[src/rtl/wb_trace_uart_if.sv]
// Bundles the write-back capture inputs and the trace/UART status outputs
// of the write-back trace stage into one interface.
interface wb_trace_uart_if #(
  parameter int PTR_W = 3
);
  logic             wb_valid;
  logic [31:0]      wb_data;
  logic             tx;
  logic             busy;
  logic [PTR_W:0]   fifo_count;
  logic             overflow;

  // Producer side: the pipeline write-back stage (or a bench standing in for it)
  modport master (
    output wb_valid, wb_data,
    input  tx, busy, fifo_count, overflow
  );

  // Consumer side: the trace UART itself
  modport slave (
    input  wb_valid, wb_data,
    output tx, busy, fifo_count, overflow
  );
endinterface

[src/rtl/wb_trace_uart.sv]
// Write-back trace stage: captures every register-file write into a small
// FIFO and streams each word out over a UART 8N1 line, LSB byte first.
module wb_trace_uart #(
  parameter int CLKS_PER_BIT = 868,
  parameter int FIFO_DEPTH   = 8,
  parameter int PTR_W        = 3
) (
  input  logic             clk,
  input  logic             rst,
  wb_trace_uart_if.slave   bus
);

  localparam int TMR_W = (CLKS_PER_BIT > 2) ? $clog2(CLKS_PER_BIT) : 1;
  localparam logic [TMR_W-1:0] TMR_RELOAD = TMR_W'(CLKS_PER_BIT - 1);
  localparam logic [PTR_W:0]   DEPTH      = (PTR_W+1)'(FIFO_DEPTH);
  localparam logic [PTR_W:0]   CNT_ONE    = (PTR_W+1)'(1);
  localparam logic [PTR_W-1:0] PTR_ONE    = PTR_W'(1);

  localparam logic [1:0] IDLE  = 2'd0;
  localparam logic [1:0] START = 2'd1;
  localparam logic [1:0] DATA  = 2'd2;
  localparam logic [1:0] STOP  = 2'd3;

  logic [31:0]      mem [FIFO_DEPTH];
  logic [PTR_W-1:0] wr_ptr;
  logic [PTR_W-1:0] rd_ptr;
  logic [PTR_W:0]   count;
  logic             overflow;

  logic [1:0]       state;
  logic [TMR_W-1:0] timer;
  logic [2:0]       bit_idx;
  logic [1:0]       byte_idx;
  logic [31:0]      shreg;
  logic             tx;
  logic             busy;

  logic push;
  logic pop;
  logic bit_done;

  // Fullness and emptiness are judged on the pre-edge count only, so a push
  // into a full FIFO is dropped even when the FSM pops in the same cycle.
  assign push     = bus.wb_valid && (count != DEPTH);
  assign pop      = (state == IDLE) && (count != '0);
  assign bit_done = (timer == '0);

  assign bus.tx         = tx;
  assign bus.busy       = busy;
  assign bus.fifo_count = count;
  assign bus.overflow   = overflow;

  // FIFO storage: data only, never reset; stale words are unreachable after rst
  always_ff @(posedge clk) begin
    if (push) mem[wr_ptr] <= bus.wb_data;
  end

  // FIFO pointers, occupancy and the sticky drop flag
  always_ff @(posedge clk) begin
    if (rst) begin
      wr_ptr   <= '0;
      rd_ptr   <= '0;
      count    <= '0;
      overflow <= 1'b0;
    end else begin
      if (push) wr_ptr <= wr_ptr + PTR_ONE;
      if (pop)  rd_ptr <= rd_ptr + PTR_ONE;
      case ({push, pop})
        2'b10:   count <= count + CNT_ONE;
        2'b01:   count <= count - CNT_ONE;
        default: count <= count;
      endcase
      if (bus.wb_valid && (count == DEPTH)) overflow <= 1'b1;
    end
  end

  // Word shift register: loaded on pop, advanced one byte per stop bit
  always_ff @(posedge clk) begin
    if (pop) begin
      shreg <= mem[rd_ptr];
    end else if ((state == STOP) && bit_done && (byte_idx != 2'd3)) begin
      shreg <= shreg >> 8;
    end
  end

  // UART framing FSM; tx and busy are registered alongside the state
  always_ff @(posedge clk) begin
    if (rst) begin
      state    <= IDLE;
      timer    <= '0;
      bit_idx  <= '0;
      byte_idx <= '0;
      tx       <= 1'b1;
      busy     <= 1'b0;
    end else begin
      case (state)
        IDLE: begin
          if (pop) begin
            byte_idx <= '0;
            timer    <= TMR_RELOAD;
            tx       <= 1'b0;
            busy     <= 1'b1;
            state    <= START;
          end
        end
        START: begin
          if (bit_done) begin
            timer   <= TMR_RELOAD;
            bit_idx <= '0;
            tx      <= shreg[0];
            state   <= DATA;
          end else begin
            timer <= timer - 1'b1;
          end
        end
        DATA: begin
          if (bit_done) begin
            timer <= TMR_RELOAD;
            if (bit_idx == 3'd7) begin
              tx    <= 1'b1;
              state <= STOP;
            end else begin
              bit_idx <= bit_idx + 3'd1;
              tx      <= shreg[3'(bit_idx + 3'd1)];
            end
          end else begin
            timer <= timer - 1'b1;
          end
        end
        default: begin
          if (bit_done) begin
            if (byte_idx != 2'd3) begin
              byte_idx <= byte_idx + 2'd1;
              timer    <= TMR_RELOAD;
              tx       <= 1'b0;
              state    <= START;
            end else begin
              busy  <= 1'b0;
              state <= IDLE;
            end
          end else begin
            timer <= timer - 1'b1;
          end
        end
      endcase
    end
  end

endmodule
[src/flat_wrapper.sv]
// flat-port wrapper written by rule: the top's interface ports become plain ports
module wb_trace_uart_flat 
#(
  parameter int CLKS_PER_BIT = 868,
  parameter int FIFO_DEPTH   = 8,
  parameter int PTR_W        = 3
)
  (clk, rst, bus_wb_valid, bus_wb_data, bus_tx, bus_busy, bus_fifo_count, bus_overflow);
  wb_trace_uart_if #(.PTR_W(PTR_W)) bus_i ();
  input  logic clk;
  input  logic rst;
  input wire logic [$bits(bus_i.wb_valid)-1:0] bus_wb_valid;
  input wire logic [$bits(bus_i.wb_data)-1:0] bus_wb_data;
  output wire logic [$bits(bus_i.tx)-1:0] bus_tx;
  output wire logic [$bits(bus_i.busy)-1:0] bus_busy;
  output wire logic [$bits(bus_i.fifo_count)-1:0] bus_fifo_count;
  output wire logic [$bits(bus_i.overflow)-1:0] bus_overflow;
  assign bus_i.wb_valid = bus_wb_valid;
  assign bus_i.wb_data = bus_wb_data;
  assign bus_tx = bus_i.tx;
  assign bus_busy = bus_i.busy;
  assign bus_fifo_count = bus_i.fifo_count;
  assign bus_overflow = bus_i.overflow;
  wb_trace_uart #(.CLKS_PER_BIT(CLKS_PER_BIT), .FIFO_DEPTH(FIFO_DEPTH), .PTR_W(PTR_W)) u_core (.clk(clk), .rst(rst), .bus(bus_i));
endmodule
[config.mk]
export PLATFORM = sky130hd
export DESIGN_NAME = wb_trace_uart_flat
export DESIGN_NICKNAME = d
export VERILOG_FILES = /design/src/rtl/wb_trace_uart_if.sv /design/src/rtl/wb_trace_uart.sv /design/src/flat_wrapper.sv
export SDC_FILE = /design/constraint.sdc
export NUM_CORES = 1
export LEC_CHECK = 0
export ABC_AREA = 0
export BUFFER_PORTS_ARGS = -buffer_cell sky130_fd_sc_hd__buf_2
export CORE_ASPECT_RATIO = 1.75
export CORE_MARGIN = 2
export CORE_UTILIZATION = 25
export CTS_BUF_LIST = sky130_fd_sc_hd__clkbuf_2 sky130_fd_sc_hd__clkbuf_4 sky130_fd_sc_hd__clkbuf_8
export DETAILED_ROUTE_END_ITERATION = 6
export PLACE_DENSITY = 0.49
export SKIP_LAST_GASP = 1
export SLEW_MARGIN = 20
export SYNTH_ARGS = -nofsm -noshare
export SYNTH_HDL_FRONTEND = slang
export SYNTH_SLANG_ARGS = --single-unit
[constraint.sdc]
create_clock -name clk -period 5.9 [get_ports clk]
set_input_delay 0.885 -clock clk [delete_from_list [all_inputs] [get_ports clk]]
set_output_delay 0.885 -clock clk [all_outputs]
set_load 0.02 [all_outputs]
==> metrics list, run 1 <==
* Syn Area/Cell: 18.5 µm²
- Number of antenna violations at the first check in global routing: 4
- In this run the cell area measured after placement is 0.0137 mm².
- H-tree levels: 2
- In the layout the commonest cells are 288 x edfxtp_1, 64 x mux4_2, 46 x clkbuf_8, 44 x nand2_1, 41 x buf_2.
- Of the cells placed in the final design, the portion with a size suffix greater than 1 is 26.6%.
- Hold-fix buffer count after cts: 0
- Filler Cell Count: 5058
- Maximum VDD drop: 0.218 mV
- Max FO, Critical Path: 60
* Final hold violation count: 0
* Post-cts sizing count: 0
- The synthesized netlist devotes 4.68% of its cell area to simple gates.
- Outcome: completed
- Root Buffer Master: clkbuf_8
- Summing all multi-input logic gate instances after layout gives 0.00322 mm².
- After Yosys synthesis, XOR and XNOR cells account for 0.555% of the synthesized area.
- Clock skew on the completed layout was measured at 0.0154 ns.
* Vias after detailed routing: 6228
* Proportion of synthesized chip area in sequential cells: 73.7%
- Wire length of the first global-routing pass: 41.5 mm
- Maximum operating frequency: 0.296 GHz
- Number of flops mapped to enable cells by yosys: 288
- Setup violations remaining at the end of the flow were counted as 0.
- Summed over all layers, the routed wires come to 27.2 mm.
- Global placement routability congestion: 0.695
- The die is 174 µm wide.
- Share of synthesized area spent on multiplexers: 14.6%
- TritonCTS built the clock tree.
* Wire per inst: 18.7 µm
- Primary FF master, synth: edfxtp_1
* Number of global-route vias before repair: 6733
- Setup repair after global routing left no endpoint under its margin.
- The final critical path takes up 57.2% of the cycle.
* Setup TNS Final: 0 ns
- The path class of the tightest hold or removal check is flop to flop.
- The number of nets handed over by synthesis was 731.
* Number of violations of the max-capacitance limit: 0
- After synthesis, the largest family of logic cells by area is multiplexers.
- At the pin with the least slew margin, the transition time is 0.995 ns.
* Slew margin rel.: 33.6%
- Area used by sequential logic in the layout: 0.00932 mm²
- The total overflow left after global routing is 0.
* Commonest non-fill, non-tap cell in the layout: edfxtp_1
- Maximum number of pins on one net before global-route repair: 61
* Initial Util: 25.2%
- Via density per instance: 4.28
- Power per cell area: 441 mW/mm²
- Number of post-CTS setup repair buffers: 0
* Buffers from clock root to sink, at most: 3
* Sink Count: 321
- All-Layer GR Usage: 10.6%
* Number of rows in the core area: 109
* Half-perimeter wire length of the detailed placement result: 15.9 mm
- Share of the synthesized area in compound gates (AO/OA/AOI/OAI): 3.77%
- Adder-cell share of the synthesized area: 1.39%
* Critical path arrival: 3.87 ns
- Synthesis produced a netlist whose cell count is 682.
* Minimum period implied by the final worst setup slack: 3.37 ns
* Path type of the worst setup path: flop to flop
- The first detailed-routing pass ran for 4 iterations.
- The die covers 0.0524 mm².
- WP data required: 6.40 ns
- Leakage dissipation: 4.57 nW
* Critical Path Sink Type: flop
- Total clock buffers created by CTS: 46
- The area growth from synthesis to layout is 15.5%.
- The Yosys step of the flow raised 0 warnings.
- Once detail routing completed, the nets flagged for antenna violations numbered 0.
* Number of ports placed on the die boundary: 42
- Of all cell types, the one taking the most synthesized area is edfxtp_1.
- Initial DRC count: 274
- Counting flops and latches in the post-synthesis netlist gives 321.
- Number of pins exceeding their max-slew limit in the final report: 0
* Share of the synthesized area in the top cell type: 68.4%
- Final instance area: 0.0146 mm²
* # DRC: 0
* Quantity of I/O buffers inserted on ports: 41
- In this run the vertical extent of the chip is 301 µm.
- Startpoint kind of the worst setup timing path: flop
- Largest cells by area after synthesis: edfxtp_1 68%, mux4_2 11%, dfxtp_1 5.2%
- Number of distinct library cell variants in the gate-level netlist after synthesis: 51
- Share of flip-flops with an asynchronous set or reset after synthesis: 0%
- After clock tree synthesis, the clock-pin slew on the worst setup and hold paths is 0.07 ns.
* Post-layout net count: 799
- Clk_lat worst skew: 0.58 ns
- The cell area that synthesis handed to floorplanning was 0.0126 mm².
- Core Footprint: 0.0502 mm²
## path summary, 6_finish.rpt
path                                  start                                    end  slack [ns]  cells past startpoint
max            u_core.state[0]$_SDFFE_PP0P_  u_core.bus.fifo_count[2]$_SDFFE_PP0P_        2.53                     11
min          u_core.bit_idx[2]$_SDFFE_PP0P_         u_core.bit_idx[2]$_SDFFE_PP0P_        0.48                      2
max reg2reg    u_core.state[0]$_SDFFE_PP0P_  u_core.bus.fifo_count[2]$_SDFFE_PP0P_        2.53                     11
min reg2reg  u_core.bit_idx[2]$_SDFFE_PP0P_         u_core.bit_idx[2]$_SDFFE_PP0P_        0.48                      2
## through the flow
stage | hold slack (ns) | cells | setup slack, ns | power (mW) | util [%]
2_1_floorplan | 0.446 | 682 | 1.94 | 4.30 | -
3_3_place_gp | 0.456 | 1368 | 2.50 | 4.79 | 27.3
3_5_place_dp | 0.463 | 1368 | 2.45 | 4.82 | 27.3
4_1_cts | 0.476 | 1453 | 2.43 | 6.57 | 29.1
5_1_grt | 0.498 | 1455 | 2.12 | 6.83 | 29.1
6_report | 0.479 | 1456 | 2.53 | 6.43 | 29.1
## worst max-delay path: stages (launching register included)
cell and delay (ns):
dfxtp_1 0.40, inv_1 0.09, ha_1 0.39, nand2b_2 0.77, inv_1 0.28, ha_1 0.34, xor2_1 0.16, ha_1 0.18
a21oi_1 0.14, xor2_1 0.09, or3_1 0.31, a21oi_1 0.14
## layer usage
layer  track usage, %  routed length [µm]
met1             10.4                9710
met2             21.0               15700
met3             1.90                 878
met4             4.90                 952
met5                0                   7
## cell families after synthesis
kind of cell	count (synthesis)
xor+xnor	8
buf+inv	41
fa+ha+maj	14
mux	104
simple gates	119
flops	321
compound gates	75
## state kept, by name, indices dropped and copies added (netlist names), 3 cells and up, named ones only
| register | cells |
|---|---|
| u_core.mem | 256 |
| u_core.shreg | 32 |
| u_core.timer | 10 |
| u_core.bus.fifo_count | 4 |
| u_core.bit_idx | 3 |
| u_core.rd_ptr | 3 |
| u_core.wr_ptr | 3 |
## cell usage after synthesis (5+ instances only)
| cell | number |
|---|---|
| o21a_1 | 5 |
| edfxtp_1 | 288 |
| dfxtp_1 | 33 |
| clkbuf_1 | 18 |
| a21oi_1 | 19 |
| nor2b_1 | 5 |
| mux2i_1 | 39 |
| xor2_1 | 6 |
| ha_1 | 14 |
| o21ai_0 | 31 |
| nor3_1 | 7 |
| inv_1 | 8 |
| nand2b_1 | 7 |
| nand2_1 | 44 |
| buf_2 | 12 |
| mux4_2 | 64 |
| nor2_1 | 35 |
## where the power goes
| group | total (mW) | switching [mW] | internal (mW) |
|---|---|---|---|
| combinational | 1.64 | 0.952 | 0.684 |
| clock | 1.73 | 0.863 | 0.866 |
| sequential | 3.07 | 0.212 | 2.86 |
| total | 6.43 | 2.03 | 4.41 |
## layout make-up
type,instances,area share [%]
inverters,8,0.206
diodes,3,0.0514
well taps,666,5.71
clock buffers,51,4.59
clock inverters,34,1.53
multi-input cells,320,22.1
repair buffers,53,2.02
flip-flops and latches,321,63.8
Note: power is estimated with default switching activity, not from simulation.
==> inputs of run 2 (changes only) <==
==> constraint.sdc (replaced) <==
create_clock -name clk -period 3.44 [get_ports clk]
set_input_delay 0.516 -clock clk [delete_from_list [all_inputs] [get_ports clk]]
set_output_delay 0.516 -clock clk [all_outputs]
set_load 0.02 [all_outputs]
==> metrics list, run 2 (synthesis gave the netlist of run 1 again) <==
- Outcome: completed
* Clk_lat worst skew: 0.58 ns
* Total Die Area: 0.0524 mm²
- Detailed Route WL: 27.5 mm
- Maximum VDD drop: 0.318 mV
- At the pin with the least slew margin, the transition time is 0.673 ns.
- Internal portion of total power: 7.98 mW
- Cells fill 29.5% of the core in the end.
* Critical path arrival: 3.04 ns
- After clock tree synthesis, the clock-pin slew on the worst setup and hold paths is 0.06 ns.
- In this run the worst setup path begins at u_core.bus.fifo_count[0]$_SDFFE_PP0P_.
- Tot Pwr: 11.5 mW
- WP data required: 3.94 ns
* Initial DRC count: 387
- The clock network is responsible for 28.8% of the overall power.
- The wire-length estimate of the detail-placed layout is 17.2 mm.
- The number of antenna violations at the first check in global routing is 4.
- Path type of the worst setup path: flop to flop
- Instance count after placement with tap cells included: 1377
- Post-cts sizing count: 0
- TritonCTS clock tree: done
* Number of violations of the max-capacitance limit: 0
- Wire per inst: 18.8 µm
- The count of endpoints failing hold in the final timing report is 0.
- The min-delay analysis places its worst path in the category primary input to flop.
- Power per cell area: 773 mW/mm²
- The root buffer cell chosen for the clock tree is clkbuf_8.
- Setup TNS Final: 0 ns
- Number of iterations in the first detailed-routing pass: 4
* Global placement routability congestion: 0.698
- Derived from the worst setup path, the maximum achievable clock frequency is 0.394 GHz.
* Number of global-route vias before repair: 6749
- The clock net in this run drives a total of 321 sinks.
* Hold wc startpoint: bus_wb_valid
* Commonest non-fill, non-tap cell in the layout: edfxtp_1
- Register with the most flip-flops: u_core.mem
* Post-layout net count: 808
- Startpoint kind of the worst setup timing path: flop
- H-tree levels: 2
* Leakage dissipation: 4.66 nW
- Combinational power share: 25.9%
- All-Layer GR Usage: 10.7%
- Hold-fix buffer count after cts: 0
- Commonest cells after routing, fill and taps aside: 288 x edfxtp_1, 64 x mux4_2, 47 x clkbuf_8, 44 x nand2_1, 41 x buf_2
* Largest registers ranked by flip-flop count: u_core.mem (256), u_core.shreg (32), u_core.timer (10)
- Non-filler cells, final: 1463
* Total clock buffers created by CTS: 46
* Number of setup violations in the final report: 0
* Reg-to-reg startpoint: u_core.bus.fifo_count[0]$_SDFFE_PP0P_
- Crit share post-route: 73.7%
* # DRC: 0
* Flip-flop count of the largest register after layout: 256
- After clock tree synthesis, the setup repair step added 0 buffers.
* Pre-CTS setup slack: 0.918 ns
- The number of max-slew violations in the final report came to 0.
* Slack of the worst reg-to-reg path: 0.90 ns
- Buffers from clock root to sink, at most: 3
- Endpoint of the worst register-to-register path: u_core.bus.fifo_count[2]$_SDFFE_PP0P_
- Once routing completed, OpenROAD measured the worst setup slack at 0.903 ns.
* Minimum period implied by the final worst setup slack: 2.54 ns
- Sw frac: 30.4%
- Slew margin rel.: 54.9%
- Vias after detailed routing: 6276
* Critical Path Sink Type: flop
- The analysis attributes to net switching a power of 3.49 mW.
- Number of rows in the core area: 109
* Quantity of I/O buffers inserted on ports: 41
- Via density per instance: 4.29
- In this run the worst path has a maximum fanout of 8.
* Initial Util: 25.2%
* Area added between synthesis and finish: 17.4%
- Path depth of the worst reg2reg path: 10
* Filler Cell Count: 5055
- Count of cells along the worst hold path: 3
* Layout cells sized above 1: 27.4%
- Setup repair after global routing missed its margin: no
- On the final layout, the worst clock skew is 0.0242 ns.
- Sequential group share of total power: 45.3%
- The region available for standard cell placement spans 0.0502 mm².
- In this run the horizontal extent of the chip is 174 µm.
- The path with the worst hold slack has its endpoint at u_core.bus.overflow$_SDFFE_PP0P_.
- GR Overflow Total: 0
- Vert. Die Dim: 301 µm
* Final ANT Viol Nets: 0
* Number of ports placed on the die boundary: 42
- Wire length of the first global-routing pass: 41.8 mm
- Maximum number of pins on one net before global-route repair: 60
run 2: cell types whose count changed in the layout (fill, tap and decap cells not counted), sizes merged:
cell	previous run	this run
buf	53	62
inv	11	10
diode	3	1
clkinv	28	20
clkbuf	51	56
bufinv	2	6
run 2: how the worst max path moves through the flow:
stage	to	slack, ns	cells after the start
after detailed placement	u_core.bus.fifo_count[2]$_SDFFE_PP0P_	0.92	10
after global placement	u_core.bus.fifo_count[2]$_SDFFE_PP0P_	0.90	10
after floorplan	u_core.mem[2][0]$_DFFE_PP_	0.42	5
final	u_core.bus.fifo_count[2]$_SDFFE_PP0P_	0.90	10
after CTS	u_core.bus.fifo_count[2]$_SDFFE_PP0P_	0.90	10
after global routing	u_core.bus.fifo_count[2]$_SDFFE_PP0P_	0.65	10
run 2: power by group through the flow:
stage                     registers (mW)  logic [mW]  clock network [mW]
final                               5.19        2.97                3.30
after global routing                5.25        3.32                3.56
after detailed placement            5.29        3.07                   0
after CTS                           5.21        3.08                3.42
after floorplan                     5.17        2.21                   0
after global placement              5.28        3.05                   0
run 2: metrics by stage:
| step | hold slack, ns | cell area [µm²] |
|---|---|---|
| after floorplan | 0.446 | 12600 |
| after global placement | 0.457 | 13800 |
| after detailed placement | 0.457 | 13800 |
| after CTS | 0.150 | 14800 |
| after global routing | 0.197 | 14800 |
| final | 0.184 | 14800 |
run 2: per-layer routing:
metal / up-vias / track usage [%] / wire length (µm)
met3: 57 / 1.97 / 875
met4: 4 / 4.84 / 1000
met2: 105 / 21.1 / 15700
li1: 2884 / - / -
met1: 3226 / 10.7 / 9920
met5: - / 0 / 23
run 2: area by class of cell:
type | count | area [µm²] | area share, %
clock inverter | 29 | 294 | 1.98
multi-input combinational | 320 | 3230 | 21.8
clock buffer | 56 | 714 | 4.82
sequential | 321 | 9320 | 62.8
inverter | 8 | 30.0 | 0.202
tap | 666 | 833 | 5.62
antenna | 1 | 2.50 | 0.0169
timing repair buffer | 62 | 413 | 2.78
run 2: worst max-delay path: stages, from the launching register on:
cell and delay (ns):
dfxtp_1 0.50, nor4b_1 0.12, nor2b_1 0.36, inv_1 0.17
ha_1 0.30, xor2_1 0.17, ha_1 0.18, a21oi_1 0.14
xor2_1 0.09, or3_1 0.30, a21oi_1 0.13
==> inputs of run 3 (changes only) <==
==> constraint.sdc (replaced) <==
create_clock -name clk -period 2.6 [get_ports clk]
set_input_delay 0.39 -clock clk [delete_from_list [all_inputs] [get_ports clk]]
set_output_delay 0.39 -clock clk [all_outputs]
set_load 0.02 [all_outputs]
==> metrics list, run 3 (synthesis gave the netlist of run 1 again) <==
- The flow ran to the end, and the final reports show no timing, DRC or antenna violations.
- All-Layer GR Usage: 10.9%
- The largest registers in the layout are u_core.mem (256), u_core.shreg (32), u_core.timer (10).
- Die width: 174 µm
- For this design the static power due to leakage is 4.67 nW.
* Global placement routability congestion: 0.703
- In the final routed layout, each cell accounts on average for 19.0 µm.
- In this run the worst path has a maximum fanout of 7.
- Wires add up to 27.9 mm.
- Wire length of the first global-routing pass: 42.7 mm
- The floorplan step set the die height to 301 µm.
- After detailed routing, the number of remaining DRC violations is 0.
* Critical path arrival: 2.89 ns
- The count of endpoints failing hold in the final timing report came to 0.
* Path depth of the worst reg2reg path: 10
- The tree built by TritonCTS fans out to 321 sinks.
- Hold wc startpoint: bus_wb_valid
- The initial utilization of the core area, before any placement, comes to 25.2%.
- The number of global-route vias before repair is 6840.
- The final route contains 6318 vias.
* Count of cells along the worst hold path: 3
- Number of violations of the max-capacitance limit: 0
* Slack of the worst reg-to-reg path: 0.23 ns
- The register with the most flip-flops in the final layout is u_core.mem.
- Number of ports placed on the die boundary: 42
- Post-placement cell area: 0.0140 mm²
- Quantity of I/O buffers inserted on ports: 41
* GR Overflow Total: 0
- The core region is 0.0502 mm².
- Path type of the worst setup path: flop to flop
- Total Die Area: 0.0524 mm²
* Maximum number of pins on one net before global-route repair: 60
- Buffers from clock root to sink, at most: 3
- Layout cells sized above 1: 27.8%
* Area added between synthesis and finish: 17.6%
- The H-tree was split into 2 levels.
* Number of pins exceeding their max-slew limit in the final report: 0
* Number of antenna violations at the first check in global routing: 4
- WP data required: 3.11 ns
- Crit share post-route: 91.3%
- Slew margin rel.: 46.8%
- The library cell used most frequently in the layout, excluding fill and tap cells, is edfxtp_1.
- The worst setup path is launched from a flop.
- The detail route stage leaves a number of antenna-violating nets equal to 0.
* Slew @ Worst Pin: 0.795 ns
- The later pin in the worst-skew pair is clocked with a latency of 0.60 ns.
- For this run, the post-layout net count is 816.
- Number of rows in the core area: 109
* Min-delay worst type: primary input to flop
* Maximum VDD drop: 0.436 mV
- Critical Path Sink Type: flop
- Timing would allow up to 0.421 GHz.
- After clock tree synthesis, the clock-pin slew on the worst setup and hold paths is 0.06 ns.
- The register with the most flip-flops in the layout has 256 of them.
- Half-perimeter wire length of the detailed placement result: 16.6 mm
- Setup violations remaining at the end of the flow were counted as 0.
- CTS placed an instance of clkbuf_8 at the clock tree root.
- After routing the design area is 0.0149 mm².
- TritonCTS built the clock tree.
* Initial DRC count: 302
* Via density per instance: 4.30
- The pre-antenna-repair detailed-routing pass consisted of 4 iterations.
- Minimum period implied by the final worst setup slack: 2.37 ns
- The startpoint identified for the worst register-to-register timing path is u_core.bus.fifo_count[2]$_SDFFE_PP0P_.
* Endpoint with the worst hold slack: u_core.bus.overflow$_SDFFE_PP0P_
- For this design the ratio of total power to cell area is 993 mW/mm².
- The number of clock buffers added by TritonCTS is 46.
* Layout Utilization: 29.6%
* Filler Cell Count: 5029
- Clock skew: 0.0291 ns
- Endpoint of the worst register-to-register path: u_core.bus.fifo_count[2]$_SDFFE_PP0P_
* Setup repair after global routing missed its margin: no
- In the layout the commonest cells are 288 x edfxtp_1, 64 x mux4_2, 46 x clkbuf_8, 44 x nand2_1, 41 x buf_2.
[run 3: changes by cell type in the layout (fill, tap and decap cells not counted), sizes merged]
cell,change
buf,+8
clkinvlp,-1
diode,+2
bufinv,-6
inv,+1
clkinv,-3
clkbuf,+6
[run 3: power by group]
| group | switching (mW) | internal [mW] |
|---|---|---|
| registers | 0.324 | 6.48 |
| logic | 2.37 | 1.79 |
| clock network | 1.90 | 1.89 |
| total | 4.59 | 10.2 |
[run 3: area by class of cell]
type                            instances  area (µm²)  area share, %
Sequential cell                       321        9320           62.7
Multi-Input combinational cell        320        3240           21.8
Tap cell                              666         833           5.61
Clock buffer                           62         753           5.07
Timing Repair Buffer                   70         573           3.86
Clock inverter                         20         100          0.674
Inverter                                8        30.0          0.202
Antenna cell                            3        7.51         0.0505
[run 3: per-layer routing]
| layer | track usage (%) | vias up | part of all wire, % |
|---|---|---|---|
| li1 | - | 2901 | - |
| met1 | 11.1 | 3251 | 36 |
| met2 | 21.7 | 109 | 58 |
| met3 | 1.88 | 55 | 3.5 |
| met4 | 4.42 | 2 | 2.6 |
| met5 | 0 | - | 0.039 |
[run 3: how the worst max path moves through the flow]
stage                                           from                               endpoint  slack, ns  cells past startpoint
2_1_floorplan  u_core.bus.fifo_count[1]$_SDFFE_PP0P_             u_core.mem[2][0]$_DFFE_PP_      -0.42                      5
3_3_place_gp   u_core.bus.fifo_count[0]$_SDFFE_PP0P_  u_core.bus.fifo_count[2]$_SDFFE_PP0P_       0.15                     10
3_5_place_dp   u_core.bus.fifo_count[0]$_SDFFE_PP0P_  u_core.bus.fifo_count[2]$_SDFFE_PP0P_       0.10                     10
4_1_cts        u_core.bus.fifo_count[0]$_SDFFE_PP0P_  u_core.bus.fifo_count[2]$_SDFFE_PP0P_       0.07                     10
5_1_grt        u_core.bus.fifo_count[2]$_SDFFE_PP0P_  u_core.bus.fifo_count[2]$_SDFFE_PP0P_      0.005                     10
6_report       u_core.bus.fifo_count[2]$_SDFFE_PP0P_  u_core.bus.fifo_count[2]$_SDFFE_PP0P_       0.23                     10
[run 3: metrics by stage]
step                TNS, ns  power, mW  cells  setup slack, ns  hold WS (ns)
finish                    0       14.8   1470            0.226        0.0541
global route              0       15.7   1469          0.00527        0.0384
CTS                       0       15.0   1466           0.0727       0.00176
detailed placement        0       11.2   1384            0.103         0.462
global placement          0       11.1   1384            0.147         0.455
floorplan            -86.60       9.76    682           -0.425         0.446
[run 3: repair_timing]
| item | 4_1_cts | 5_1_grt |
|---|---|---|
| endpoints found under the setup margin | 0 | 1 |
| setup buffers | 0 | 1 |
| resized for setup | 0 | 2 |
| hold buffers | 0 | 0 |
[run 3: worst max-delay path, cell delays in order (launching register included)]
cell      delay, ns
dfxtp_1        0.39
nor4_4         0.33
nand2b_2       0.18
inv_1          0.09
ha_1           0.26
xor2_1         0.16
ha_1           0.18
a21oi_1        0.15
xor2_1         0.10
or3_1          0.31
a21oi_1        0.15
